**src/rtl/ex_alu_pkg.sv**
```systemverilog
// Shared Execute-stage ALU definitions: serial add/sub FSM encodings and
// saturation limits for the default datapath width.
package ex_alu_pkg;

  localparam logic [1:0] SA_IDLE = 2'b00;
  localparam logic [1:0] SA_RUN  = 2'b01;
  localparam logic [1:0] SA_DONE = 2'b10;

  localparam int unsigned SA_WIDTH = 16;

  localparam logic [SA_WIDTH-1:0] SAT_MAX = {1'b0, {(SA_WIDTH-1){1'b1}}};
  localparam logic [SA_WIDTH-1:0] SAT_MIN = {1'b1, {(SA_WIDTH-1){1'b0}}};

endpackage

```
**src/rtl/full_adder.sv**
```systemverilog
// One-bit full adder cell used by the bit-serial add/subtract sequencer.
module full_adder (
  input  logic a,
  input  logic b,
  input  logic cin,
  output logic sum_c,
  output logic cout_c
);

  assign sum_c  = a ^ b ^ cin;
  assign cout_c = (a & b) | (cin & (a ^ b));

endmodule

```
**src/rtl/serial_addsub.sv**
```systemverilog
// Bit-serial add/subtract: one full_adder cell, LSB first, one bit per cycle,
// producing an optionally saturated result with Z/V/N/C flags.
module serial_addsub
  import ex_alu_pkg::*;
#(
  parameter int unsigned WIDTH  = SA_WIDTH,
  parameter bit          SAT_EN = 1'b1
) (
  input  logic             clk,
  input  logic             rst,
  input  logic             start,
  input  logic [WIDTH-1:0] a,
  input  logic [WIDTH-1:0] b,
  input  logic             sub,
  output logic             busy,
  output logic             done,
  output logic [WIDTH-1:0] sum,
  output logic             cout,
  output logic             ovfl,
  output logic             zero,
  output logic             neg
);

  localparam int unsigned CNT_W = $clog2(WIDTH);
  localparam logic [WIDTH-1:0] SAT_MAX_W = {1'b0, {(WIDTH-1){1'b1}}};
  localparam logic [WIDTH-1:0] SAT_MIN_W = {1'b1, {(WIDTH-1){1'b0}}};

  logic [1:0]       state_q, state_d;
  logic [WIDTH-1:0] opa_q, opa_d;
  logic [WIDTH-1:0] opb_q, opb_d;
  logic [WIDTH-2:0] res_q, res_d;
  logic [CNT_W-1:0] cnt_q, cnt_d;
  logic             carry_q, carry_d;
  logic             busy_q, busy_d;
  logic             done_q, done_d;
  logic [WIDTH-1:0] sum_q, sum_d;
  logic             cout_q, cout_d;
  logic             ovfl_q, ovfl_d;
  logic             zero_q, zero_d;
  logic             neg_q, neg_d;

  logic             fa_sum_c, fa_cout_c;
  logic [WIDTH-1:0] raw_c;
  logic             ovfl_raw_c;
  logic [WIDTH-1:0] sat_sum_c;

  full_adder u_fa (
    .a      (opa_q[0]),
    .b      (opb_q[0]),
    .cin    (carry_q),
    .sum_c  (fa_sum_c),
    .cout_c (fa_cout_c)
  );

  // In the last RUN cycle carry_q is the carry into the MSB.
  assign raw_c      = {fa_sum_c, res_q};
  assign ovfl_raw_c = carry_q ^ fa_cout_c;
  assign sat_sum_c  = (SAT_EN && ovfl_raw_c) ?
                      (raw_c[WIDTH-1] ? SAT_MAX_W : SAT_MIN_W) : raw_c;

  always_comb begin
    state_d = state_q;
    opa_d   = opa_q;
    opb_d   = opb_q;
    res_d   = res_q;
    cnt_d   = cnt_q;
    carry_d = carry_q;
    sum_d   = sum_q;
    cout_d  = cout_q;
    ovfl_d  = ovfl_q;
    zero_d  = zero_q;
    neg_d   = neg_q;

    case (state_q)
      SA_IDLE, SA_DONE: begin
        if (start) begin
          state_d = SA_RUN;
          opa_d   = a;
          opb_d   = b ^ {WIDTH{sub}};
          carry_d = sub;
          cnt_d   = '0;
          res_d   = '0;
        end else begin
          state_d = SA_IDLE;
        end
      end
      SA_RUN: begin
        opa_d   = {1'b0, opa_q[WIDTH-1:1]};
        opb_d   = {1'b0, opb_q[WIDTH-1:1]};
        res_d   = raw_c[WIDTH-1:1];
        carry_d = fa_cout_c;
        cnt_d   = cnt_q + 1'b1;
        if (cnt_q == CNT_W'(WIDTH-1)) begin
          state_d = SA_DONE;
          cout_d  = fa_cout_c;
          ovfl_d  = ovfl_raw_c;
          sum_d   = sat_sum_c;
          zero_d  = (sat_sum_c == '0);
          neg_d   = sat_sum_c[WIDTH-1];
        end
      end
      default: state_d = SA_IDLE;
    endcase

    busy_d = (state_d == SA_RUN);
    done_d = (state_d == SA_DONE) && (state_q == SA_RUN);
  end

  always_ff @(posedge clk or posedge rst) begin
    if (rst) begin
      state_q <= SA_IDLE;
      opa_q   <= '0;
      opb_q   <= '0;
      res_q   <= '0;
      cnt_q   <= '0;
      carry_q <= 1'b0;
      busy_q  <= 1'b0;
      done_q  <= 1'b0;
      sum_q   <= '0;
      cout_q  <= 1'b0;
      ovfl_q  <= 1'b0;
      zero_q  <= 1'b0;
      neg_q   <= 1'b0;
    end else begin
      state_q <= state_d;
      opa_q   <= opa_d;
      opb_q   <= opb_d;
      res_q   <= res_d;
      cnt_q   <= cnt_d;
      carry_q <= carry_d;
      busy_q  <= busy_d;
      done_q  <= done_d;
      sum_q   <= sum_d;
      cout_q  <= cout_d;
      ovfl_q  <= ovfl_d;
      zero_q  <= zero_d;
      neg_q   <= neg_d;
    end
  end

  assign busy = busy_q;
  assign done = done_q;
  assign sum  = sum_q;
  assign cout = cout_q;
  assign ovfl = ovfl_q;
  assign zero = zero_q;
  assign neg  = neg_q;

endmodule

```
**config.mk**
```make
export PLATFORM = sky130hd
export DESIGN_NAME = serial_addsub
export DESIGN_NICKNAME = d
export VERILOG_FILES = /design/src/rtl/ex_alu_pkg.sv /design/src/rtl/full_adder.sv /design/src/rtl/serial_addsub.sv
export SDC_FILE = /design/constraint.sdc
export NUM_CORES = 1
export LEC_CHECK = 0
export ABC_CLOCK_PERIOD_IN_PS = 4380
export BUFFER_PORTS_ARGS = -buffer_cell sky130_fd_sc_hd__buf_2
export CELL_PAD_IN_SITES_DETAIL_PLACEMENT = 2
export CELL_PAD_IN_SITES_GLOBAL_PLACEMENT = 2
export CORE_UTILIZATION = 38
export CTS_CLUSTER_DIAMETER = 200
export DETAILED_ROUTE_END_ITERATION = 8
export GPL_TIMING_DRIVEN = 0
export PLACE_DENSITY_LB_ADDON = 0.1
export SETUP_SLACK_MARGIN = 0.1
export SYNTH_ARGS = -nofsm -noshare
export SYNTH_HDL_FRONTEND = slang
export SYNTH_SLANG_ARGS = --single-unit
```
**constraint.sdc**
```tcl
create_clock -name clk -period 4.38 [get_ports clk]
set_input_delay 0.438 -clock clk [delete_from_list [all_inputs] [get_ports clk]]
set_output_delay 0.438 -clock clk [all_outputs]
set_load 0.01 [all_outputs]
```
==> flow_metrics.tcl, run 1 <==
set metrics [dict create \
    status "finished, final reports clean" \
    syn_to_final_growth_pct 20.4 \
    antenna_cells 0 \
    p_leak_nw 1.88 \
    clock_latency_ns 0.35 \
    cts_tree "built" \
    setup_tns_ns 0 \
    drcViolationCount 0 \
    r2r_slack_ns 2.00 \
    hold_violations 0 \
    cts_hold_buf 0 \
    pin_count 58 \
    dp_cells 460 \
    grt_first_pass_wirelength_um 13800 \
    final_cell_mix "75 x dfrtp_1, 61 x buf_2, 50 x nand2_1" \
    irDropWorstVdd_mv 0.265 \
    ant_nets 0 \
    ys_seq_area_share_pct 58.1 \
    wl_per_cell_um 17.3 \
    die-area_sq_um 8880 \
    synth_nets 337 \
    initialDrtViolationCount 86 \
    io_buffers 56 \
    holdCritPathClass "primary input to asynchronous set/reset pin" \
    avgSynthCellArea_sq_um 10.8 \
    cp_data_arrival_time_ns 2.60 \
    start_util_pct 39.3 \
    crit_fanout 10 \
    core-area_sq_um 8220 \
    cts_setup_buffers 0 \
    fin_cells 476 \
    cts-htree-levels 3 \
    rr_endpoint "sum[1]" \
    synth-seq-cells 75 \
    postLayoutCoreUtil_pct 47.4 \
    grt_max_degree 39 \
    r2r-start "carry_q" \
    endpoint_kind "flip-flop" \
    vias 2566 \
    die_y_um 94.2 \
    worst_pin_slew_ns 0.538 \
    clock_path_buffers 2 \
    ys_warn_count 0 \
    antenna_found_initial 0 \
    synth_area_sq_um 3230 \
    synth_cell_types 30 \
    worst_clock_skew_ns 0.0123 \
    wirelength_um 8220 \
    setup_violations 0 \
    cp.required_ns 4.60 \
    synth_cells 298 \
    fin_nets 405 \
    grt_pass1_vias 2743 \
    cts_sinks 75 \
    powerDensity_nw_per_um2 785 \
    fin_crit_ns 2.38 \
    min_period_over_period_pct 54.4 \
    placed_area_sq_um 3670 \
    cts_resized 0 \
    grt.total_usage_pct 20.5 \
    maxCapViolations 0 \
    gp_congestion 0.690 \
    design_area_sq_um 3890 \
    fp-row-count 33 \
    cts-buffers-inserted 9 \
    layout_commonest_cell "dfrtp_1" \
    rsz0062_at_grt "no" \
    via_per_inst 5.39 \
    startpoint_type "flip-flop" \
    die_x_um 94.2 \
    finalMaxSlewViolations 0 \
    path_clk_slew_ns 0.08 \
    clockRootBuffer "clkbuf_8" \
    fmax_mhz 420 \
    critPathKind "flip-flop to flip-flop" \
    drive_above_1_share_pct 22.6 \
    reg2regPathDepth 7 \
    drtPass1Iterations 4 \
    slew-limit-headroom_pct 64.1 \
    overflow 0 \
    dpl.hpwl_um 5710 \
]
cell usage after synthesis, drive strengths merged:
library cell | n | share of area [%]
nand2b | 2 | 0.39
buf | 8 | 1.2
o21ai | 11 | 1.7
nor3 | 1 | 0.15
clkbuf | 15 | 1.7
nand4 | 1 | 0.19
and2 | 1 | 0.19
a221o | 17 | 5.3
dfrtp | 75 | 58
inv | 7 | 0.81
a31oi | 1 | 0.19
o31ai | 14 | 3.3
a22oi | 14 | 3.3
mux2i | 1 | 0.31
fa | 2 | 1.2
nand2 | 50 | 5.8
a22o | 15 | 4.1
mux2 | 3 | 1.0
nand3 | 1 | 0.15
ha | 1 | 0.39
and3 | 1 | 0.19
or4 | 1 | 0.23
nor2b | 2 | 0.39
nor4 | 3 | 0.58
nor2 | 34 | 3.9
xnor2 | 17 | 5.2
sequential cells by signal (all words and copies together), names as in the netlist:
name and count:
opa_q 16, state_q 2, cout 1, res_q 15
opb_q 16, cnt_q 4, carry_q 1, zero 1
busy 1, sum 16, done 1, ovfl 1
per-stage QoR:
step           hold WS (ns)  worst slack (ns)  total power [W]
2_1_floorplan         0.447              2.03          0.00204
3_5_place_dp          0.466              1.97          0.00246
4_1_cts               0.130              1.96          0.00310
5_1_grt               0.141              1.80          0.00330
3_3_place_gp          0.459              1.07          0.00239
6_report              0.111              2.00          0.00305
worst max path at each step:
stage / from / end / slack (ns) / cells past startpoint
6_report: carry_q / sum[1] / 2.00 / 7
5_1_grt: carry_q / sum[1] / 1.80 / 7
4_1_cts: carry_q / sum[1] / 1.96 / 7
3_5_place_dp: carry_q / sum[1] / 1.97 / 7
3_3_place_gp: rst / opa_q[10] / 1.07 / 2
2_1_floorplan: rst / busy / 2.03 / 1
critical path: stages (launching register included):
cell and delay [ns]:
dfrtp_1 0.48, inv_1 0.13, fa_1 0.57, xnor2_4 0.32, and2_1 0.17, clkbuf_1 0.19
buf_2 0.27, o31ai_1 0.11
routing by layer:
| layer | GRT usage (%) | share of wire (%) | up-vias |
|---|---|---|---|
| met3 | 4.21 | 2.8 | 10 |
| li1 | - | - | 1179 |
| met4 | 7.44 | 1.5 | 0 |
| met5 | 0 | 0 | - |
| met1 | 25.3 | 45 | 1329 |
| met2 | 35.2 | 51 | 48 |
area by class of cell:
cell class,count,area (sq um)
Sequential cell,75,1880
Timing Repair Buffer,57,300
Tap cell,105,131
Buffer,23,96.3
Clock inverter,5,75.1
Clock buffer,11,151
Multi-Input combinational cell,193,1230
Inverter,7,28.8
Fill cell,901,4320
kinds of logic after synthesis:
logic type                 Yosys count  share of synthesized area, %
muxes                                4                          1.35
xor gates and xnor gates            17                          5.19
AOI/OAI and AO/OA                   72                          17.7
and+or+nand+nor                     97                          12.2
adders and majority gates            3                          1.63
buffers and inverters               30                          3.79
DFF                                 75                          58.1
where the power goes:
group | switching (W) | internal (W) | total (W)
registers | 0.000226 | 0.00100 | 0.00123
clock network | 0.000266 | 0.000349 | 0.000616
logic | 0.000700 | 0.000509 | 0.00121
total | 0.00119 | 0.00186 | 0.00305
Note: power is estimated with default switching activity, not from simulation.
==> run 2, diff against run 1 <==
- ABC_AREA: default -> 1
- ABC_CLOCK_PERIOD_IN_PS: 4380 -> 2100
- CORE_UTILIZATION: 38 -> 31
- clock period: 4.38 -> 2.1 ns (I/O delays scaled with it)
==> run 2 against run 1 <==
- worst hold slack worse by 0.094 ns
- sequential share of layout area down 1.3 points
- global-route usage down 3.4 points
- critical endpoint is now zero
- critical path type unchanged
- sequential power up 97%
- largest cell class unchanged
==> flow_metrics.tcl, run 2 <==
set metrics [dict create \
    status "finished, final reports clean" \
    maxCapViolations 0 \
    wl_per_cell_um 15.5 \
    holdCritPathClass "primary input to asynchronous set/reset pin" \
    yosysMostFrequentCell "nand2_1" \
    fin_nets 458 \
    power.internal_w 0.00375 \
    setup_tns_ns 0 \
    wirelength_um 8700 \
    endpoint_kind "flip-flop" \
    layout_commonest_cell "nand2_1" \
    cp.required_ns 2.33 \
    overflow 0 \
    setup_slack_ns 0.233 \
    avgSynthCellArea_sq_um 9.39 \
    final_cell_mix "80 x nand2_1, 75 x dfrtp_1, 67 x buf_2" \
    startpoint_type "flip-flop" \
    rr_endpoint "zero" \
    ys.flop_type "dfrtp_1" \
    io_buffers 56 \
    r2r-start "carry_q" \
    synth_area_sq_um 3290 \
    fin_crit_ns 1.87 \
    drive_above_1_share_pct 24.3 \
    reg2regPathDepth 11 \
    slew-limit-headroom_pct 44.2 \
    synth_cells 351 \
    path_buf_inv 3 \
    antenna_cells 0 \
    critPathKind "flip-flop to flip-flop" \
    fillers 1184 \
    slowest_delay_ns 0.44 \
    drtPass1Iterations 4 \
    synthTopCellsByCount "80 x nand2_1, 75 x dfrtp_1, 34 x inv_1" \
    crit_fanout 10 \
    worst_pin_slew_ns 0.835 \
    synth_nets 390 \
    drcViolationCount 0 \
    fmax_mhz 536 \
    synth-seq-cells 75 \
    cp.depth 11 \
    antenna_found_initial 0 \
    swShare_pct 39.3 \
    die_y_um 105 \
    die-area_sq_um 11000 \
    ys_warn_count 0 \
    cts-buffers-inserted 9 \
    critical_path.cell_chain "inv_1 -> fa_2 -> inv_1 -> nand2_1 -> nand2_1 -> buf_6 -> o21ai_0 -> nand3_1 -> nor2_1 -> nand3_1 -> nand2_1" \
    cts_tree "built" \
    fp-row-count 37 \
    die_x_um 105 \
    synth_edf_count 0 \
    clock_power_share_pct 20.5 \
    irDropWorstVdd_mv 0.447 \
    clockRootBuffer "clkbuf_8" \
    synth_top_area_share_pct 57.0 \
    crit_path_frequent_cell "nand2_1" \
    cpLargestDelayFamily "simple AND/OR/NAND/NOR gates" \
    cts-htree-levels 3 \
    start_util_pct 31.9 \
    min_period_over_period_pct 88.9 \
    finalMaxSlewViolations 0 \
    initialDrtViolationCount 93 \
    power_switching_w 0.00243 \
    p_comb_share_pct 40.2 \
    path_clk_slew_ns 0.08 \
    powerDensity_nw_per_um2 1540 \
    setup_violations 0 \
    cp_data_arrival_time_ns 2.10 \
    synthTopCellsByArea "dfrtp_1 57%, nand2_1 9.1%, inv_1 3.9%, a21oi_1 3.6%, o221ai_1 3.5%" \
    grt_max_degree 40 \
    clock_latency_ns 0.34 \
    pin_count 58 \
    pwr-share-seq_pct 39.2 \
    async_flop_share_pct 100 \
    core-area_sq_um 10300 \
    dpl.hpwl_um 6130 \
    synth_cell_types 28 \
    cts_hold_buf 0 \
    gp_congestion 0.698 \
    post-place-ws_ns 0.00972 \
    cts_sinks 75 \
    worst_clock_skew_ns 0.00864 \
    p_leak_nw 1.86 \
    synth_top_area_cell "dfrtp_1" \
    ys_seq_area_share_pct 57.0 \
    rsz0062_at_grt "no" \
    grt_pass1_vias 2965 \
    clock_path_buffers 2 \
    grt.total_usage_pct 17.2 \
    ant_nets 0 \
    postLayoutCoreUtil_pct 38.8 \
    syn_to_final_growth_pct 21.5 \
    vias 2711 \
    grt_first_pass_wirelength_um 14800 \
    r2r_slack_ns 0.23 \
    hold_violations 0 \
    via_per_inst 4.84 \
    critPathSlowestCell "fa_2" \
]
## run 2: stage by stage
step	hold slack [ns]	total power (W)	std cells	area, sq um
2_1_floorplan	0.337	0.00411	351	3300
3_3_place_gp	0.425	0.00483	543	3750
3_5_place_dp	0.419	0.00496	544	3770
4_1_cts	0.0334	0.00628	560	4000
5_1_grt	0.0606	0.00671	560	4000
6_report	0.0166	0.00618	560	4000
## run 2: area by class of cell
cell class                      instances  area, sq um  share of cell area (%)
Inverter                               41          160                    4.00
Clock buffer                           10          138                    3.44
Multi-Input combinational cell        215         1150                    28.8
Sequential cell                        75         1880                    46.9
Buffer                                 20          115                    2.87
Tap cell                              136          170                    4.25
Clock inverter                          6         88.8                    2.22
Timing Repair Buffer                   57          300                    7.50
## run 2: cells by family (layout without fill, tap and decap cells)
kind of cell / count (synthesis) / count (layout) / synth area share, %
XOR/XNOR: 8 / 8 / 2.13
AND/OR/NAND/NOR: 117 / 117 / 14.7
buffers and inverters: 61 / 134 / 8.05
flip-flops: 75 / 75 / 57.0
AO/OA/AOI/OAI: 87 / 87 / 16.6
adder cells (fa/ha/maj): 3 / 3 / 1.60
## run 2: worst max-delay path by stage
stage	startpoint	endpoint
after detailed placement	carry_q	zero
after CTS	carry_q	zero
after global placement	carry_q	zero
final	carry_q	zero
after floorplan	carry_q	zero
after global routing	carry_q	zero
## run 2: power groups by stage
stage                     Combinational [W]  Sequential (W)  Clock [W]
after CTS                           0.00254         0.00243    0.00131
after global placement              0.00241         0.00243          0
after detailed placement            0.00250         0.00246          0
after floorplan                     0.00165         0.00246          0
after global routing                0.00283         0.00251    0.00136
final                               0.00249         0.00242    0.00127
## run 2: repair_timing
| item | CTS | global route |
|---|---|---|
| resized for setup | 2 | 1 |
| pin swaps | 0 | 0 |
| hold endpoints to repair | 0 | 0 |
| buffers inserted | 0 | 0 |
| endpoints found under the setup margin | 1 | 1 |
## run 2: routing by layer
| metal | part of all wire [%] | global-route usage (%) |
|---|---|---|
| met2 | 50 | 29.7 |
| met5 | 0 | 0 |
| met1 | 46 | 22.1 |
| met3 | 2.6 | 3.06 |
| met4 | 0.91 | 4.53 |
